[src/rtl/reset_seq_pkg.sv]
// ---------------------------------------------------------------------------
// reset_seq_pkg
// Shared encodings for the reset sequencer.
//   RC_*   : reset-cause codes reported on rst_cause
//   states : FSM state codes used by reset_seq
// ---------------------------------------------------------------------------
package reset_seq_pkg;

  // Reset cause encodings (value 3 is reserved).
  localparam logic [1:0] RC_POR  = 2'd0;
  localparam logic [1:0] RC_LOCK = 2'd1;
  localparam logic [1:0] RC_BTN  = 2'd2;

  // FSM state encodings.
  localparam logic [1:0] WAIT_LOCK = 2'd0;
  localparam logic [1:0] HOLD      = 2'd1;
  localparam logic [1:0] RUN       = 2'd2;

endpackage

[src/rtl/reset_seq_btn_debounce.sv]
// ---------------------------------------------------------------------------
// btn_debounce
// Synchronizes the raw active-low user button into clk, debounces it and
// produces a one-cycle pulse on each debounced press.
// Ports:
//   clk     in  core clock
//   resetn  in  asynchronous active-low reset
//   btn_n   in  raw button, low = pressed, asynchronous to clk
//   btn_db  out debounced level, 1 = pressed
//   press   out single-cycle pulse, aligned with btn_db rising 0->1
// ---------------------------------------------------------------------------
module btn_debounce #(
  parameter int SYNC_STAGES = 2,
  parameter int DEB_CYCLES  = 640000
) (
  input  logic clk,
  input  logic resetn,
  input  logic btn_n,
  output logic btn_db,
  output logic press
);

  localparam int DCNT_W = (DEB_CYCLES > 1) ? $clog2(DEB_CYCLES) : 1;
  localparam logic [DCNT_W-1:0] DCNT_LAST = DCNT_W'(DEB_CYCLES - 1);

  logic [SYNC_STAGES-1:0] sync_q;
  logic                   btn_s;
  logic [DCNT_W-1:0]      cnt_q, cnt_d;
  logic                   db_q, db_d;
  logic                   press_q, press_d;

  // Plain shift chain; preset to 1 so reset looks like a released button.
  always_ff @(posedge clk or negedge resetn) begin
    if (!resetn) begin
      sync_q <= '1;
    end else begin
      sync_q <= {sync_q[SYNC_STAGES-2:0], btn_n};
    end
  end

  assign btn_s = sync_q[SYNC_STAGES-1];

  // The counter only runs while the synchronized pin disagrees with the
  // debounced level; any agreement restarts the stability window.
  always_comb begin
    cnt_d   = cnt_q;
    db_d    = db_q;
    press_d = 1'b0;
    if (~btn_s == db_q) begin
      cnt_d = '0;
    end else if (cnt_q == DCNT_LAST) begin
      cnt_d   = '0;
      db_d    = ~db_q;
      press_d = ~db_q;
    end else begin
      cnt_d = cnt_q + DCNT_W'(1);
    end
  end

  always_ff @(posedge clk or negedge resetn) begin
    if (!resetn) begin
      cnt_q   <= '0;
      db_q    <= 1'b0;
      press_q <= 1'b0;
    end else begin
      cnt_q   <= cnt_d;
      db_q    <= db_d;
      press_q <= press_d;
    end
  end

  assign btn_db = db_q;
  assign press  = press_q;

endmodule

[src/rtl/reset_seq.sv]
// ---------------------------------------------------------------------------
// reset_seq
// Combines PLL lock and the user button into a clean active-high core reset
// (asynchronous assert via resetn, synchronous release after a hold time),
// and records the cause of the last reset plus a saturating reset count.
// Ports:
//   clk        in  core clock (PLL output)
//   resetn     in  asynchronous active-low power-on reset
//   btn_n      in  raw user button, low = pressed, asynchronous
//   locked     in  PLL lock, asynchronous
//   reset      out registered active-high core reset
//   btn_db     out debounced button level, 1 = pressed
//   rst_cause  out cause of last reset (POR / LOCK / BTN)
//   rst_count  out resets since POR, saturating
// ---------------------------------------------------------------------------
module reset_seq
  import reset_seq_pkg::*;
#(
  parameter int SYNC_STAGES = 2,
  parameter int DEB_CYCLES  = 640000,
  parameter int HOLD_CYCLES = 16,
  parameter int CNT_W       = 8
) (
  input  logic             clk,
  input  logic             resetn,
  input  logic             btn_n,
  input  logic             locked,
  output logic             reset,
  output logic             btn_db,
  output logic [1:0]       rst_cause,
  output logic [CNT_W-1:0] rst_count
);

  localparam int HCNT_W = (HOLD_CYCLES > 1) ? $clog2(HOLD_CYCLES) : 1;
  localparam logic [HCNT_W-1:0] HOLD_LOAD = HCNT_W'(HOLD_CYCLES - 1);

  logic [SYNC_STAGES-1:0] lock_sync_q;
  logic                   lock_s;
  logic                   btn_db_w;
  logic                   press;

  logic [1:0]        state_q, state_d;
  logic [HCNT_W-1:0] hold_q, hold_d;
  logic [1:0]        cause_q, cause_d;
  logic [CNT_W-1:0]  count_q, count_d;
  logic [CNT_W-1:0]  count_inc;
  logic              reset_q;

  btn_debounce #(
    .SYNC_STAGES (SYNC_STAGES),
    .DEB_CYCLES  (DEB_CYCLES)
  ) u_btn_debounce (
    .clk    (clk),
    .resetn (resetn),
    .btn_n  (btn_n),
    .btn_db (btn_db_w),
    .press  (press)
  );

  // Lock synchronizer, cleared so reset starts from "not locked".
  always_ff @(posedge clk or negedge resetn) begin
    if (!resetn) begin
      lock_sync_q <= '0;
    end else begin
      lock_sync_q <= {lock_sync_q[SYNC_STAGES-2:0], locked};
    end
  end

  assign lock_s = lock_sync_q[SYNC_STAGES-1];

  assign count_inc = (count_q == {CNT_W{1'b1}}) ? count_q : count_q + CNT_W'(1);

  always_comb begin
    state_d = state_q;
    hold_d  = hold_q;
    cause_d = cause_q;
    count_d = count_q;
    case (state_q)
      WAIT_LOCK: begin
        if (lock_s) begin
          state_d = HOLD;
          hold_d  = HOLD_LOAD;
        end
      end
      HOLD: begin
        if (!lock_s) begin
          state_d = WAIT_LOCK;
        end else if (btn_db_w) begin
          // A held button keeps the core in reset.
          hold_d = HOLD_LOAD;
        end else if (hold_q == '0) begin
          state_d = RUN;
        end else begin
          hold_d = hold_q - HCNT_W'(1);
        end
      end
      RUN: begin
        // Lock loss takes priority over a simultaneous press.
        if (!lock_s) begin
          state_d = WAIT_LOCK;
          cause_d = RC_LOCK;
          count_d = count_inc;
        end else if (press) begin
          state_d = HOLD;
          hold_d  = HOLD_LOAD;
          cause_d = RC_BTN;
          count_d = count_inc;
        end
      end
      default: begin
        state_d = WAIT_LOCK;
      end
    endcase
  end

  // reset is registered from the next state so it tracks state_q exactly.
  always_ff @(posedge clk or negedge resetn) begin
    if (!resetn) begin
      state_q <= WAIT_LOCK;
      hold_q  <= '0;
      cause_q <= RC_POR;
      count_q <= '0;
      reset_q <= 1'b1;
    end else begin
      state_q <= state_d;
      hold_q  <= hold_d;
      cause_q <= cause_d;
      count_q <= count_d;
      reset_q <= (state_d != RUN);
    end
  end

  assign reset     = reset_q;
  assign btn_db    = btn_db_w;
  assign rst_cause = cause_q;
  assign rst_count = count_q;

endmodule

[config.mk]
export PLATFORM = sky130hd
export DESIGN_NAME = reset_seq
export DESIGN_NICKNAME = d
export VERILOG_FILES = /design/src/rtl/reset_seq_pkg.sv /design/src/rtl/reset_seq_btn_debounce.sv /design/src/rtl/reset_seq.sv
export SDC_FILE = /design/constraint.sdc
export NUM_CORES = 1
export LEC_CHECK = 0
export ABC_AREA = 1
export CORE_MARGIN = 8
export CORE_UTILIZATION = 40
export DETAILED_ROUTE_END_ITERATION = 12
export HOLD_SLACK_MARGIN = 0.15
export PLACE_DENSITY = 0.61
export SETUP_SLACK_MARGIN = 0.3
export SKIP_LAST_GASP = 1
export SLEW_MARGIN = 20
export SYNTH_ARGS = -nofsm -noshare
export SYNTH_HDL_FRONTEND = slang
export SYNTH_HIERARCHICAL = 1
export SYNTH_SLANG_ARGS = --single-unit
[constraint.sdc]
create_clock -name clk -period 3.8 [get_ports clk]
set_input_delay 0.76 -clock clk [delete_from_list [all_inputs] [get_ports clk]]
set_output_delay 0.76 -clock clk [all_outputs]
set_load 0.03 [all_outputs]
Word-level counts from Yosys, hierarchy flattened
Cells that the tools add are included.
{ "op_classes": {"n_bitwise": 3, "reduce_logical": 6, "muxes": 23, "addsub": 3, "n_eq_ne": 12} }
{ "op_table": {"columns": ["op", "n"], "rows": [
  ["two-way mux 20 bit", 2],
  ["two-way mux 4 bit", 6],
  ["two-way mux 8 bit", 3],
  ["adder 20 x 1 -> 20 bit (second input constant)", 1],
  ["== test 20 bit (second input constant)", 1],
  ["two-way mux 2 bit", 8],
  ["one-hot mux 4 bit (3 select lines)", 1],
  ["adder 8 x 1 -> 8 bit (second input constant)", 1],
  ["== test 8 bit (second input constant)", 1],
  ["inequality test 2 bit (second input constant)", 4],
  ["one-hot mux 2 bit (3 select lines)", 1],
  ["AND reduction 6 bit", 1],
  ["logical NOT 4 bit", 1],
  ["inequality test 2 x 1 -> 1 bit (second input constant)", 2],
  ["AND reduction 2 bit", 2],
  ["subtractor 4 x 1 -> 4 bit (second input constant)", 1],
  ["inequality test 3 x 2 -> 1 bit (second input constant)", 1],
  ["inverter 1 bit", 3],
  ["nonzero test 3 bit", 1],
  ["== test 2 x 1 -> 1 bit (second input constant)", 1],
  ["== test 2 bit (second input constant)", 1],
  ["logical NOT 2 bit", 1],
  ["two-way mux 1 bit", 2],
  ["== test 1 bit", 1]
]} }
{ "word_totals": {"ff_bits": 43, "elab_cells": 57} }

Longest topological paths before layout
Gate-level depths: netlist of run 1.
{ "logic_depth": {"depth_word": 6, "depth_mapped": 8, "mapped_depth_nobuf": 8} }

Cells and area by module
The synthesis of run 1 kept the hierarchy.
{ "modules_own_cells": {"columns": ["module", "area_each_um2", "cells_per_inst", "instances"], "rows": [
  ["btn_debounce", 1238.7, 152, 1],
  ["reset_seq", 994.7, 131, 1]
]} }

Worst setup path before layout of run 1
Ideal clock, no wire load.
{ "synth_timing": {"path_kind": "reg2reg", "from": "register u_btn_debounce.db_q (netlist: u_btn_debounce/btn_db)", "to": "register u_btn_debounce.cnt_q[6]", "setup_time_ns": 0.086, "setup_slack_ns": 2.391, "path_stages_with_launch": 4, "t_arrival_ns": 1.322, "required_time_ns": 3.714, "path_cell_list": "dfrtp_1 xnor2_1 inv_1 nor3_1"} }
{ "synth_between": {"elab_chain_len": 2} }
{ "synth_lines": {"columns": ["item", "line_no", "source"], "rows": [
  ["start: declaration", "reset_seq_btn_debounce.sv:29", "logic db_q, db_d;"],
  ["start signal: assignment", "reset_seq_btn_debounce.sv:63", "db_q <= 1'b0;"],
  ["start signal: assignment", "reset_seq_btn_debounce.sv:67", "db_q <= db_d;"],
  ["== test 1 bit", "reset_seq_btn_debounce.sv:49", "if (~btn_s == db_q) begin"],
  ["two-way mux 20 bit", "reset_seq_btn_debounce.sv:49", null],
  ["via u_btn_debounce.cnt_d[6]", "reset_seq_btn_debounce.sv:28", "logic [DCNT_W-1:0] cnt_q, cnt_d;"],
  ["end signal: assignment", "reset_seq_btn_debounce.sv:66", "cnt_q <= cnt_d;"],
  ["end: declaration", "reset_seq_btn_debounce.sv:28", null]
]} }
The timed path passes the listed nets, and every way through them passes these cells.
A chain may end at the register's enable or synchronous reset.

Worst setup path after layout of run 1
{ "layout_timing": {"from": "register reset_q (netlist: reset)", "to": "output port reset"} }
{ "layout_rtl": {"columns": ["item", "line_no", "source"], "rows": [
  ["start: declaration", "reset_seq.sv:47", "logic reset_q;"],
  ["start signal: assignment", "reset_seq.sv:129", "reset_q <= (state_d != RUN);"],
  ["end: declaration", "reset_seq.sv:28", "output logic reset,"]
]} }
No word-level cell between the ends.

==> flow_summary.toml, run 1 <==
[outcome]
status = "finished, final reports clean"

[logic_synthesis]
syn_area_sq_um = 2230
yosys.cell_types.count = 27
yosysTopAreaCell = "dfrtp_1"
synthTopCellsByArea = "dfrtp_1 45%, nand2_1 13%, nor2_1 8.9%"
synth_top_area_share_pct = 44.8
yosys.area_share.adder_pct = 1.68
synth_top_family_by_area = "simple AND/OR/NAND/NOR gates"
synth_xor_area_share_pct = 5.10
synthCells = 283
mappedNetlistNets = 290
synth-seq-cells = 43
avgSynthCellArea_sq_um = 7.89
ys_seq_area_share_pct = 48.3
synthMuxAreaShare_pct = 0
synth_warnings = 6
synth-simple-area-share_pct = 36.6
synth_compound_area_share_pct = 3.14

[pwr]
irDropWorstVdd_uv = 176
p_leak_nw = 1.17
p_total_mw = 1.18
powerDensity_nw_per_um2 = 452

[global_routing]
grt_use_met2_pct = 18.1
grt_most_used_layer = "met2"
grt_overflow = 0
grt_max_degree = 44
grt_pass1_vias = 1657
track_usage_pct = 10.8
gr-usage-met1_pct = 12.2
grt_pass1_wl_microns = 7310
antenna_found_initial = 0
use_met3_pct = 3.57

[cts]
ctsHtreeMaxLevel = 2
numCtsBuffers = 5
hold_buffers = 0
clockRootBuffer = "clkbuf_8"
worstSkewPairLatency_ps = 300
cts_tree = "done"
post_cts_resize_count = 0
clk_pin_slew_ps = 80
cts_buffer_depth = 2
clock_sinks = 43
post_cts_buffers = 0

[worst_hold_path]
worstHoldStart = "u_btn_debounce/sync_q[0]$_DFF_PN1_"
hold_path_class = "reg -> reg"
worstHoldPathCells = 0
worst_hold_path.endpoint = "u_btn_debounce/sync_q[1]$_DFF_PN1_"

[placement]
gp_congestion = 0.809
place_ws_ps = 1890
portBuffers = 15
hpwl_microns = 2960

[detailed_routing]
vias_per_cell = 4.65
drt-total-wl_microns = 4070
ant_nets = 0
firstDrtPassIters = 4
drtIter0Drc = 59
wire_per_inst_microns = 10.8
num_vias = 1758
drc = 0

[final_layout]
n_fill_cell = 516
diodes = 0
final_cell_mix = "76 x nand2_1, 53 x nor2_1, 40 x dfrtp_1"
syn_to_final_growth_pct = 16.5
drive_gt1_share_pct = 11.1
fin_util_pct = 47.8
final_common_cell = "nand2_1"
num-nets-final = 312

[die]
ioPinCount = 16
initial_utilization_pct = 41.1
coreArea_sq_um = 5440
die_x_microns = 90.7
die-height_microns = 90.7
rows = 27
dieArea_sq_um = 8230

[worst_setup_path]
critical_path_peak_fanout = 1
crit_buf_inv = 1
cp_slowest_cell = "clkdlybuf4s50_1"
path_cells = "clkdlybuf4s50_1"
arrival_ps = 1470
critPathCaptureType = "primary output"
crit_family = "buffers and inverters"
worstSetupPathType = "reg -> out"
reg2regPathDepth = 3
slowest_delay_ps = 660
required_ps = 3040
worst-r2r-setup-slack_ps = 2180
rr_endpoint = "u_btn_debounce/cnt_q[2]$_DFF_PN0_"
start_kind = "flop"
r2r_start = "u_btn_debounce/btn_db$_DFFE_PN0P_"

[sta]
period_minus_slack_ps = 2230
whs_ps = 362
drv_slew = 0
setup-violations-final = 0
timing.setup.tns_ps = 0
relSlewSlack_pct = 37.5
hold_violations = 0
min_period_over_period_pct = 58.8
rsz0062_at_grt = "no"
finClkSkew_ps = 10.0
layout_setup_ws_ps = 1570
worst_pin_slew_ps = 937
fmax_mhz = 448

[run]
cap_violations = 0
==> how the worst max path moves through the flow <==
stage	slack (ps)	cells past startpoint	start	to
finish	1570	1	reset$_DFF_PN1_	reset
global route	1510	1	u_btn_debounce/btn_db$_DFFE_PN0P_	btn_db
CTS	1540	1	rst_count[3]$_DFFE_PN0P_	rst_count[3]
detailed placement	1890	1	reset$_DFF_PN1_	reset
global placement	1890	1	reset$_DFF_PN1_	reset
floorplan	2390	3	u_btn_debounce/btn_db$_DFFE_PN0P_	u_btn_debounce/cnt_q[6]$_DFF_PN0_
==> layer usage <==
layer | part of all wire (%) | routed length, microns
met5 | 0 | 0
met4 | 1.8 | 72
met1 | 46 | 1860
met3 | 4.5 | 182
met2 | 48 | 1960
==> where the power goes <==
part / switching [mW] / internal, mW
registers: 0.0394 / 0.503
clock network: 0.155 / 0.263
logic: 0.133 / 0.0837
total: 0.327 / 0.849
==> synth_stat cells <==
| cell type | number |
|---|---|
| nand2_1 | 76 |
| nor2_1 | 53 |
| dfrtp_1 | 40 |
| nand3_1 | 26 |
| inv_1 | 25 |
| xnor2_1 | 8 |
| nand2_2 | 7 |
| a21oi_1 | 5 |
| nor2_4 | 5 |
| xor2_1 | 5 |
| inv_2 | 4 |
| o21ai_0 | 4 |
| dfstp_2 | 3 |
| ha_1 | 3 |
| nand2_4 | 3 |
| nand4_1 | 3 |
| nor2_2 | 2 |
| nor3_1 | 2 |
| a31oi_1 | 1 |
| inv_4 | 1 |
| nand3b_1 | 1 |
| nor3b_1 | 1 |
| o21a_1 | 1 |
| o21ai_1 | 1 |
| o22ai_1 | 1 |
| or2_1 | 1 |
| or2_2 | 1 |
==> area by class of cell <==
| type | instances | area (sq um) | area share (%) |
|---|---|---|---|
| clock inverters | 2 | 60.1 | 2.31 |
| repair buffers | 15 | 145 | 5.58 |
| flip-flops and latches | 43 | 1080 | 41.5 |
| clock buffers | 6 | 72.6 | 2.79 |
| multi-input cells | 210 | 1040 | 39.9 |
| inverters | 30 | 115 | 4.43 |
| well taps | 72 | 90.1 | 3.46 |
==> cells by family (layout without fill, tap and decap cells) <==
logic type	Yosys count	after routing
AOI/OAI and AO/OA	13	13
buffers and inverters	30	53
and+or+nand+nor	181	181
xor gates and xnor gates	13	13
adders and majority gates	3	3
DFF	43	43
==> per-stage QoR <==
step,area [sq um],std cells
2_1_floorplan,2230,283
3_3_place_gp,2470,370
3_5_place_dp,2470,370
4_1_cts,2600,378
5_1_grt,2600,378
6_report,2600,378
==> registers in the layout, summed over array words and instances, names as in the netlist <==
| signal | flops |
|---|---|
| u_btn_debounce/sync_q | 2 |
| rst_cause | 2 |
| u_btn_debounce/btn_db | 1 |
| lock_sync_q | 2 |
| u_btn_debounce/cnt_q | 20 |
| rst_count | 8 |
| state_q | 2 |
| hold_q | 4 |
| u_btn_debounce/press | 1 |
| reset | 1 |
(Power assumes the default switching activity.)
==> inputs of run 2 (changes only) <==
==> constraint.sdc (replaced) <==
create_clock -name clk -period 2.25 [get_ports clk]
set_input_delay 0.45 -clock clk [delete_from_list [all_inputs] [get_ports clk]]
set_output_delay 0.45 -clock clk [all_outputs]
set_load 0.03 [all_outputs]
==> flow_summary.toml, run 2 (same netlist as run 1, synthesis figures left out) <==
[sta]
rsz0062_at_grt = "no"
fmax_mhz = 530
hold_violations = 0
setup-violations-final = 0
timing.setup.tns_ps = 0
min_period_over_period_pct = 83.9
period_minus_slack_ps = 1890
finClkSkew_ps = 8.96
worst_pin_slew_ps = 486
relSlewSlack_pct = 67.6
drv_slew = 0

[final_layout]
final_common_cell = "nand2_1"
final_area_sq_um = 2630
syn_to_final_growth_pct = 17.9
drive_gt1_share_pct = 12.0
top_register = "u_btn_debounce/cnt_q"
num-nets-final = 315
final_cell_mix = "76 x nand2_1, 53 x nor2_1, 40 x dfrtp_1"
diodes = 0
largest_reg_flops = 20

[global_routing]
grt_pass1_vias = 1728
grt_max_degree = 24
track_usage_pct = 11.1
grt_pass1_wl_microns = 7600
grt_overflow = 0
antenna_found_initial = 0

[worst_setup_path]
reg2regPathDepth = 8
slowest_delay_ps = 700
required_ps = 1800
crit_buf_inv = 1
cp_slowest_cell = "clkdlybuf4s50_1"
path_cells = "clkdlybuf4s50_1"
arrival_ps = 1440
rr_endpoint = "u_btn_debounce/press$_DFF_PN0_"
crit_family = "buffers and inverters"
critical_path_peak_fanout = 6
r2r_start = "u_btn_debounce/cnt_q[0]$_DFF_PN0_"
critPathLaunch = "rst_count[0]$_DFFE_PN0P_"
crit_cells = 1
worstSetupPathType = "reg -> out"
worst-r2r-setup-slack_ps = 710
crit_path_end = "rst_count[0]"
start_kind = "flop"
critPathCaptureType = "primary output"

[detailed_routing]
ant_nets = 0
firstDrtPassIters = 4
drc = 0
vias_per_cell = 4.65
wire_per_inst_microns = 10.8
drtIter0Drc = 71
num_vias = 1770
drt-total-wl_microns = 4130

[cts]
clock_sinks = 43
ctsHtreeMaxLevel = 2
post_cts_buffers = 0
clk_pin_slew_ps = 80
cts_buffer_depth = 2
cts_tree = "done"
worstSkewPairLatency_ps = 290
clockRootBuffer = "clkbuf_8"
numCtsBuffers = 5

[die]
initial_utilization_pct = 41.1
dieArea_sq_um = 8230
die-height_microns = 90.7
ioPinCount = 16
rows = 27
coreArea_sq_um = 5440
die_x_microns = 90.7

[worst_hold_path]
hold_path_class = "reg -> reg"
worstHoldStart = "u_btn_debounce/sync_q[0]$_DFF_PN1_"

[placement]
gp_congestion = 0.852
hpwl_microns = 3070
portBuffers = 15
placed_area_sq_um = 2500

[run]
cap_violations = 0

[pwr]
powerDensity_nw_per_um2 = 726
irDropWorstVdd_uv = 333
p_leak_nw = 1.25
p_total_mw = 1.91

[outcome]
status = "finished, final reports clean"
==> run 2: cell count changes in the layout (fill, tap and decap cells not counted) <==
cell,change
dlygate4sd2_1,+1
buf_4,+1
buf_12,+1
clkdlybuf4s50_1,-5
clkbuf_8,+1
clkbuf_1,-1
dlygate4sd3_1,+1
clkinv_2,+1
dlymetal6s2s_1,+4
bufinv_16,-1
==> run 2: metal layers <==
layer	GRT usage, %	part of all wire [%]	vias up
met3	3.41	3.9	6
met2	18.3	47	21
met4	4.16	1.5	0
li1	-	-	931
met5	0	0	-
met1	13.1	48	812
==> run 2: repair_timing <==
action                     4_1_cts  5_1_grt
hold buffers                     1        0
setup endpoints to repair        1        4
hold endpoints to repair        18        0
resized for setup                1        4
==> run 2: layout make-up <==
class,instances,area [sq um]
Sequential cell,43,1080
Inverter,30,115
Tap cell,72,90.1
Multi-Input combinational cell,210,1040
Fill cell,524,2810
Timing Repair Buffer,18,191
Clock buffer,6,82.6
Clock inverter,2,35.0
==> run 2: worst min-delay path by stage <==
stage                                                     to  slack, ps  cells past startpoint
after floorplan                        hold_q[0]$_DFFE_PN0P_        150                      0
after global placement    u_btn_debounce/sync_q[1]$_DFF_PN1_        350                      0
after detailed placement  u_btn_debounce/sync_q[1]$_DFF_PN1_        350                      0
after CTS                 u_btn_debounce/sync_q[1]$_DFF_PN1_        360                      0
after global routing      u_btn_debounce/sync_q[1]$_DFF_PN1_        360                      0
final                     u_btn_debounce/sync_q[1]$_DFF_PN1_        360                      0
==> run 2: report_power, final <==
part	internal [mW]	switching, mW	leakage (nW)
Combinational	0.146	0.228	0.617
Sequential	0.849	0.0674	0.570
Clock	0.359	0.262	0.0612
Total	1.35	0.557	1.25
==> run 2: through the flow <==
| step | hold WS (ps) | setup WS (ps) | utilization, % | instances |
|---|---|---|---|---|
| after floorplan | 154 | 841 | - | 283 |
| after detailed placement | 347 | 638 | 45.9 | 372 |
| after CTS | 358 | 310 | 48.2 | 381 |
| final | 357 | 363 | 48.4 | 381 |
| after global routing | 362 | 307 | 48.4 | 381 |
| after global placement | 346 | 646 | 45.9 | 372 |
